--- src/rtl/fpu_fp80_to_uint64.sv ---
// fpu_fp80_to_uint64: multi-cycle conversion of an 80-bit extended-precision float
// into a 64-bit unsigned magnitude plus sign, with x87 rounding control and
// invalid/overflow/inexact flags. Fixed latency of four edges from start to done.

module fpu_fp80_to_uint64 #(
   parameter logic [63:0] INVALID_VALUE = 64'hFFFF_FFFF_FFFF_FFFF
) (
   input  logic        clk,
   input  logic        reset,
   input  logic        enable,
   input  logic [79:0] fp_in,
   input  logic [1:0]  round_mode,
   output logic [63:0] uint_out,
   output logic        sign_out,
   output logic        done,
   output logic        overflow,
   output logic        invalid,
   output logic        inexact
);

   typedef enum logic [2:0] {StIdle, StUnpack, StAlign, StRound, StDone} state_e;

   state_e state_q, state_d;

   // Captured operand and rounding mode
   logic [79:0]  fp_q;
   logic [1:0]   mode_q;

   // Classification results
   logic         inv_q;
   logic         ovf_q;
   logic         tiny_q;
   logic [6:0]   shift_q;

   // Aligned integer part with guard/sticky
   logic [63:0]  int_q;
   logic         guard_q;
   logic         sticky_q;

   // Rounded result waiting to be published
   logic [63:0]  res_q;
   logic         inex_q;

   logic [14:0]        exp_w;
   logic [63:0]        mant_w;
   logic signed [16:0] shift_full;
   logic               cls_inv;
   logic               cls_ovf;
   logic               cls_tiny;
   logic [129:0]       ext_w;
   logic               inc;
   logic [64:0]        sum_w;

   assign exp_w      = fp_q[78:64];
   assign mant_w     = fp_q[63:0];
   // 16446 = bias + 63: distance from the mantissa binary point to the integer LSB
   assign shift_full = 17'sd16446 - $signed({2'b00, exp_w});

   // Operand classification
   always_comb begin
      cls_inv  = (exp_w == 15'h7FFF) || ((exp_w != 15'd0) && !mant_w[63]);
      cls_ovf  = !cls_inv && (shift_full < 17'sd0);
      // Zero/denormal or shifted so far that only the sticky bit survives
      cls_tiny = (exp_w == 15'd0) || (shift_full > 17'sd65);
   end

   // Two extra low bits keep guard and all sticky bits visible up to shift 65
   assign ext_w = {mant_w, 66'd0} >> shift_q;

   // Rounding increment per x87 rounding-control mode
   always_comb begin
      inc = 1'b0;
      case (mode_q)
         2'b00:   inc = guard_q & (sticky_q | int_q[0]);
         2'b01:   inc = fp_q[79] & (guard_q | sticky_q);
         2'b10:   inc = !fp_q[79] & (guard_q | sticky_q);
         default: inc = 1'b0;
      endcase
   end

   assign sum_w = {1'b0, int_q} + {64'd0, inc};

   // State register
   always_ff @(posedge clk) begin
      if (reset) state_q <= StIdle;
      else       state_q <= state_d;
   end

   // Next-state logic; DONE is left only after results are published and enable is low
   always_comb begin
      state_d = state_q;
      unique case (state_q)
         StIdle:   if (enable) state_d = StUnpack;
         StUnpack: state_d = StAlign;
         StAlign:  state_d = StRound;
         StRound:  state_d = StDone;
         StDone:   if (done && !enable) state_d = StIdle;
         default:  state_d = StIdle;
      endcase
   end

   // Datapath and output registers, one pipeline step per state
   always_ff @(posedge clk) begin
      if (reset) begin
         fp_q     <= '0;
         mode_q   <= '0;
         inv_q    <= 1'b0;
         ovf_q    <= 1'b0;
         tiny_q   <= 1'b0;
         shift_q  <= '0;
         int_q    <= '0;
         guard_q  <= 1'b0;
         sticky_q <= 1'b0;
         res_q    <= '0;
         inex_q   <= 1'b0;
         uint_out <= '0;
         sign_out <= 1'b0;
         done     <= 1'b0;
         overflow <= 1'b0;
         invalid  <= 1'b0;
         inexact  <= 1'b0;
      end else begin
         case (state_q)
            StIdle: begin
               if (enable) begin
                  fp_q   <= fp_in;
                  mode_q <= round_mode;
               end
            end
            StUnpack: begin
               inv_q   <= cls_inv;
               ovf_q   <= cls_ovf;
               tiny_q  <= cls_tiny;
               shift_q <= shift_full[6:0];
            end
            StAlign: begin
               if (tiny_q) begin
                  int_q    <= '0;
                  guard_q  <= 1'b0;
                  sticky_q <= |mant_w;
               end else begin
                  int_q    <= ext_w[129:66];
                  guard_q  <= ext_w[65];
                  sticky_q <= |ext_w[64:0];
               end
            end
            StRound: begin
               res_q  <= sum_w[63:0];
               ovf_q  <= ovf_q | sum_w[64];
               inex_q <= guard_q | sticky_q;
            end
            StDone: begin
               if (!done) begin
                  done     <= 1'b1;
                  sign_out <= fp_q[79];
                  if (inv_q) begin
                     uint_out <= INVALID_VALUE;
                     invalid  <= 1'b1;
                     overflow <= 1'b0;
                     inexact  <= 1'b0;
                  end else if (ovf_q) begin
                     uint_out <= 64'hFFFF_FFFF_FFFF_FFFF;
                     invalid  <= 1'b0;
                     overflow <= 1'b1;
                     inexact  <= 1'b0;
                  end else begin
                     uint_out <= res_q;
                     invalid  <= 1'b0;
                     overflow <= 1'b0;
                     inexact  <= inex_q;
                  end
               end else if (!enable) begin
                  done <= 1'b0;
               end
            end
            default: ;
         endcase
      end
   end

endmodule

--- config.mk ---
export PLATFORM = sky130hd
export DESIGN_NAME = fpu_fp80_to_uint64
export DESIGN_NICKNAME = d
export VERILOG_FILES = /design/src/rtl/fpu_fp80_to_uint64.sv
export SDC_FILE = /design/constraint.sdc
export NUM_CORES = 1
export LEC_CHECK = 0
export ABC_CLOCK_PERIOD_IN_PS = 3750
export CAP_MARGIN = 20
export CELL_PAD_IN_SITES_DETAIL_PLACEMENT = 1
export CELL_PAD_IN_SITES_GLOBAL_PLACEMENT = 1
export CORE_UTILIZATION = 44
export CTS_CLUSTER_SIZE = 8
export DETAILED_ROUTE_END_ITERATION = 8
export GPL_ROUTABILITY_DRIVEN = 0
export PLACE_DENSITY = 0.89
export SLEW_MARGIN = 20
export SYNTH_ARGS = -nofsm -noshare
export SYNTH_HDL_FRONTEND = slang
export SYNTH_SLANG_ARGS = --single-unit
--- constraint.sdc ---
create_clock -name clk -period 3.75 [get_ports clk]
set_clock_uncertainty 0.05 [all_clocks]
set_input_delay 0.75 -clock clk [delete_from_list [all_inputs] [get_ports clk]]
set_output_delay 0.75 -clock clk [all_outputs]
set_load 0.02 [all_outputs]
**Word level (Yosys, flattened, before mapping)**

Cells that the tools add are included.

- Register bits after elaboration: 295
- Output and inout port bits: 69
- Word-level logic and storage cells: 75

- Add/sub/neg operators: 2
- $lt $le $gt $ge: 2
- Equality and inequality tests: 9
- Shift operators: 1
- Multiplexer cells: 17
- Bitwise operators: 7
- Reduce and logical (&&, ||, !) cells: 19

Operators by type and width:

| operator | number |
|---|---|
| 64-bit 2-to-1 mux | 3 |
| 130-bit by 7-bit right shift with 130-bit output | 1 |
| 64-bit by 1-bit adder with 65-bit output | 1 |
| 65-bit OR reduction | 1 |
| 64-bit OR reduction | 1 |
| 16-bit by 8-bit > comparator with 1-bit output, second input constant | 1 |
| 16-bit by 1-bit < comparator with 1-bit output, second input constant | 1 |
| 15-bit by 15-bit subtractor with 16-bit output, first input constant | 1 |
| 15-bit == test, second input constant | 1 |
| 15-bit zero test | 1 |
| 3-bit one-hot mux with 5 select lines | 1 |
| 15-bit nonzero test | 1 |
| 1-bit 2-to-1 mux | 9 |
| 3-bit by 2-bit == test with 1-bit output, second input constant | 2 |
| 3-bit 2-to-1 mux | 2 |
| 2-bit AND reduction | 3 |
| 1-bit zero test | 4 |
| 2-bit != test, second input constant | 2 |
| 1-bit bitwise AND | 3 |
| 3-bit by 1-bit == test with 1-bit output, second input constant | 1 |
| 3-bit == test, second input constant | 1 |
| 1-bit logical AND | 3 |
| 3-bit zero test | 1 |
| 1-bit OR | 3 |
| 8 further kinds | 9 |

**Logic depth before layout (Yosys ltp)**

- Depth in word-level cells: 6
- Mapped depth: 15
- Mapped depth without buffers: 15

**Least setup slack after synthesis**

No wires, ideal clock.

- Path kind: register to register
- From: reg mode_q[0]
- To: reg res_q[58]
- Library setup time: 0.086 ns
- Data arrival time: 3.163 ns
- Path slack: 0.451 ns
- Stages on the path, launching flop included: 15
- Path buffers: 0
- Period minus slack after synthesis: 3.299 ns
- Cells stage by stage: dfxtp_1 inv_1 ha_1 xor2_1 o211ai_1 a21oi_1 ha_1 ha_1 nand2_1 nor2_1 nand4_1 nor4_1 nand3_1 xor2_1 a211oi_1

- Longest elaborated chain between the ends: 3
- Elaborated cells on any way between the ends: 5

Ends and longest elaborated chain:

| what | line | source |
|---|---|---|
| start, declared | 27 | `logic [1:0] mode_q;` |
| start signal, assigned | 127 | `mode_q <= round_mode;` |
| 2-bit == test (tied with other cells) | 73 | `case (mode_q)` |
| 1-bit one-hot mux with 3 select lines * | 73 |  |
| 64-bit by 1-bit adder with 65-bit output * | 81 | `assign sum_w = {1'b0, int_q} + {64'd0, inc};` |
| end signal, assigned | 148 | `res_q <= sum_w[63:0];` |
| end, declared | 41 | `logic [63:0] res_q;` |

Every way passes the cells marked *; elsewhere a longest branch is shown, timed or not.
A chain may end at the register's enable or synchronous reset.

**Worst setup path after layout**

- From: reg shift_q[0]
- To: reg sticky_q

- Longest elaborated chain between the ends: 3

Ends and longest elaborated chain:

| what | line | source |
|---|---|---|
| start, declared | 33 | `logic [6:0] shift_q;` |
| start signal, assigned | 134 | `shift_q <= shift_full[6:0];` |
| 130-bit by 7-bit right shift with 130-bit output | 68 | `assign ext_w = {mant_w, 66'd0} >> shift_q;` |
| 65-bit OR reduction | 144 | `sticky_q <= \|ext_w[64:0];` |
| 1-bit 2-to-1 mux | 137 | `if (tiny_q) begin` |
| end signal, assigned | 140 | `sticky_q <= \|mant_w;` |
| end signal, assigned | 144 |  |
| end, declared | 38 | `logic sticky_q;` |

Every way passes these cells.

==> results <==
- The flow ran to the end, and the final reports show no timing, DRC or antenna violations.
- The floorplan step defined a die boundary enclosing 40,600 sq um.
- The residual antenna-violating net count after detailed routing is 0.
- By area the synthesized netlist is led by dfxtp_1 34%, mux4_2 10%, nor2_1 7.3%.
- After detailed routing, the number of remaining DRC violations is 0.
- The cell area after placement is 19,700 sq um.
- The maximum number of pins on one net before global-route repair is between 150 and 200.
- For this block, the routed nets add up to ~68,000 um of wire.
- Detailed placement finished with a half-perimeter wire length of 46,600 um.
- The nature of the critical path startpoint is a register.
- The first detailed-routing pass ran for 7 iterations.
- By startpoint and endpoint, the worst setup path is classified as register to register.
- The core outline area is roughly 40,000 sq um.
- Based on the critical path, the design can be clocked at up to 267 MHz.
- The most used flip-flop cell after synthesis is dfxtp_1.
- The fraction of the cycle the final worst path needs is 99.8%.
- In the final layout, the share of cells above drive strength 1 is a little over an eighth.
- The via count is approximately 18k.
- Once layout is done, the placed cells without fillers occupy 21,000 sq um.
- The analysis attributes to cell leakage a power of 7.69 nW.
- The cell area that synthesis handed to floorplanning was around 17,000 sq um.
- STA classifies the critical path endpoint as a register.
- The die width is 201 um.
- The detailed-route vias per instance is about 6.6.
- The maximum number of buffers from clock root to sink is 3.
- Setup violations remaining at the end of the flow were counted as 0.
- The shortest clock period the worst path allows after layout is 3740 ps.
- about 150 I/O pins were placed.
- After synthesis, the most frequently instantiated cells are 342 x nor2_1, 295 x dfxtp_1, 285 x nand2_1.
- The y dimension of the die is 201 um.
- The number of enable flip-flop cells after synthesis is 0.
- Setup repair after global routing could not meet its margin everywhere.
- The number of buffers created by CTS is 43.
- In this run the power spent charging and discharging nets is 3.38 mW.
- For this run, the number of Yosys warnings is 0.
- The floorplan has between 70 and 80 rows.
- The wire length per cell after detailed routing is 24.6 um.
- The fraction of registers with async set/reset is 0%.
- The clock-pin slew on the worst setup and hold paths is 50 ps.
- The CTS tree is done.
- The hold violation total from the final report is 0.
- The wire length of the first global-routing pass is 105,000 um.
- The H-tree generated during clock tree synthesis spans 2 levels.
- The number of violations reported at the end of detailed-routing iteration 0 is 2,214.
- In this run the power density over the cells is 473 nW/um^2.
- The cell chosen for the clock root is clkbuf_16.
- The biggest area consumer among synthesized cells is dfxtp_1.
- Yosys mapped the design onto 79 distinct sky130hd cell types.
- For this run, the total global-route usage over all layers was measured as 32.7%.
- The repair_antennas step left the layout with diodes totalling 0.
- The clock network burns 35.4% of the power.
- After technology mapping, the gate count stands at 2,121.
- The synthesis-to-finish area growth is 19.9%.
- The switching share of power is 34.1%.
- For this run, the register share of the synthesized area comes to 33.8%.
- The number of antenna violations at the first check in global routing was 3.
- The max-slew violation total from the final report was 0.
- The final-stage net count is between 2k and 2.5k.
- For this configuration, the core starts out at a cell density of 45.0%.
- The total congestion overflow is 0.
- The arrival time at the worst endpoint is 4130 ps.
- Per report_power, the combinational group accounts for 28.0% of the total.
- The register bit total from synthesis is 295.
- The sequential fraction of design power is 36.6%.
- The clock net in this run drives a total of 295 sinks.
- The kind of path behind the tightest hold check is register to register.
- The final design utilization is 53.9%.
- Setup slack on the worst reg-to-reg path comes out at 7 ps.
- The slew at the pin with the worst max-slew slack is 1140 ps.
- The peak fanout along the critical path is 32.
- Max-cap violations in this run came to 0.
- The critical path data required time is 4140 ps.
- The fraction of post-synthesis cell area in the top cell type by area is between 30 and 40%.
- In this run the tool buffered the top-level ports with 153 buffer cells.
- The post-synthesis area per instance is 8.25 sq um.
- The net count after synthesis is 2,216.
- The cell-internal power is 6.53 mW.
- The remaining max-slew budget at the tightest pin is 23.3%.
- The peak ir drop on the vdd network is 0.288 mV.
- The number of global-route vias before repair is 18.4k.
- Yosys instantiated no cell more often than nor2_1.
- The later pin in the worst-skew pair is clocked with a latency of 580 ps.
==> power groups by stage <==
| stage | clock network [mW] | registers, mW | logic, mW |
|---|---|---|---|
| global placement | 0 | 3.64 | 2.45 |
| floorplan | 0 | 3.54 | 1.70 |
| finish | 3.51 | 3.63 | 2.78 |
| global route | 3.71 | 3.63 | 2.88 |
| CTS | 3.58 | 3.61 | 2.58 |
| detailed placement | 0 | 3.66 | 2.55 |
==> sequential cells by signal (all words and copies together) (netlist names), 2 cells and up <==
name	cells
state_q	3
shift_q	7
mode_q	2
fp_q	80
int_q	64
res_q	64
uint_out	64
==> cell usage in the layout (no fill, tap or decap), types with 10 or more instances in the layout <==
cell type        netlist  routed
nor2_1               342     342
dfxtp_1              295     292
nand2_1              285     283
a21oi_1              158     158
clkdlybuf4s50_1        0     152
nor3_1               102     101
buf_4                  4      84
mux4_2                79      79
mux2i_1               70      69
a211oi_1              65      65
mux2_2                54      54
o21ai_0               49      49
nand3_1               49      48
clkbuf_16              0      43
xor2_1                41      41
a22oi_1               38      38
o22ai_1               26      26
nand4_1               23      23
nor4_1                21      21
xnor2_1               19      19
or3_1                 14      14
inv_1                 14      13
and3_1                13      13
a311oi_1              13      13
o211ai_1              12      12
and4_1                10      10
==> worst max-delay path: stages, from the launching register on <==
cell and delay [ps]:
dfxtp_1 480, buf_4 460, mux4_2 610, a221oi_1 460, o21ai_0 270, nor2_1 280
a21oi_1 120, or4b_1 520, nor4_1 240, o211ai_1 110
==> cell type report <==
cell class / instances / area, sq um
multi-input combinational: 1639 / 10900
fill: 4637 / 17900
clock inverter: 5 / 90.1
clock buffer: 45 / 1090
timing repair buffer: 244 / 2300
inverter: 15 / 56.3
sequential: 295 / 5910
tap: 518 / 648
==> metal layers <==
metal	up-vias	routed length [um]	GRT usage, %
met4	4	4700	19.5
li1	7939	-	-
met3	345	7310	10.7
met1	8700	25100	38.6
met2	1114	30700	51.5
met5	-	28	0.714
==> path summary, 6_finish.rpt <==
check,from,endpoint,depth (start not counted)
setup / recovery,shift_q[0],sticky_q,9
hold / removal,inexact,inexact,2
setup reg to reg,shift_q[0],sticky_q,9
hold reg to reg,inexact,inexact,2
==> kinds of logic after synthesis <==
family                   Yosys count  share of synthesized area, %
adder cells (fa/ha/maj)           10                         0.715
XOR/XNOR                          60                          3.00
flip-flops                       295                          33.8
AND/OR/NAND/NOR                  911                          23.0
multiplexers                     208                          18.3
AO/OA/AOI/OAI                    450                          16.8
buffers and inverters            187                          4.39
==> timing repair <==
action                     in CTS  in global routing
setup buffers                   0                  6
setup endpoints to repair       0                  8
hold buffers                    0                  0
hold endpoints to repair        0                  0
gates resized for setup         0                  9
==> metrics by stage <==
stage	hold slack, ps	cells	setup slack [ps]	power, mW	setup TNS, ps
5_1_grt	447	2761	-13.6	10.2	-13.6
3_3_place_gp	397	2705	160	6.09	0
3_5_place_dp	401	2705	94.5	6.21	0
2_1_floorplan	387	2121	451	5.24	0
6_report	415	2761	7.12	9.92	0
4_1_cts	415	2755	75.8	9.76	0
Power figures use the tool's default switching activity.
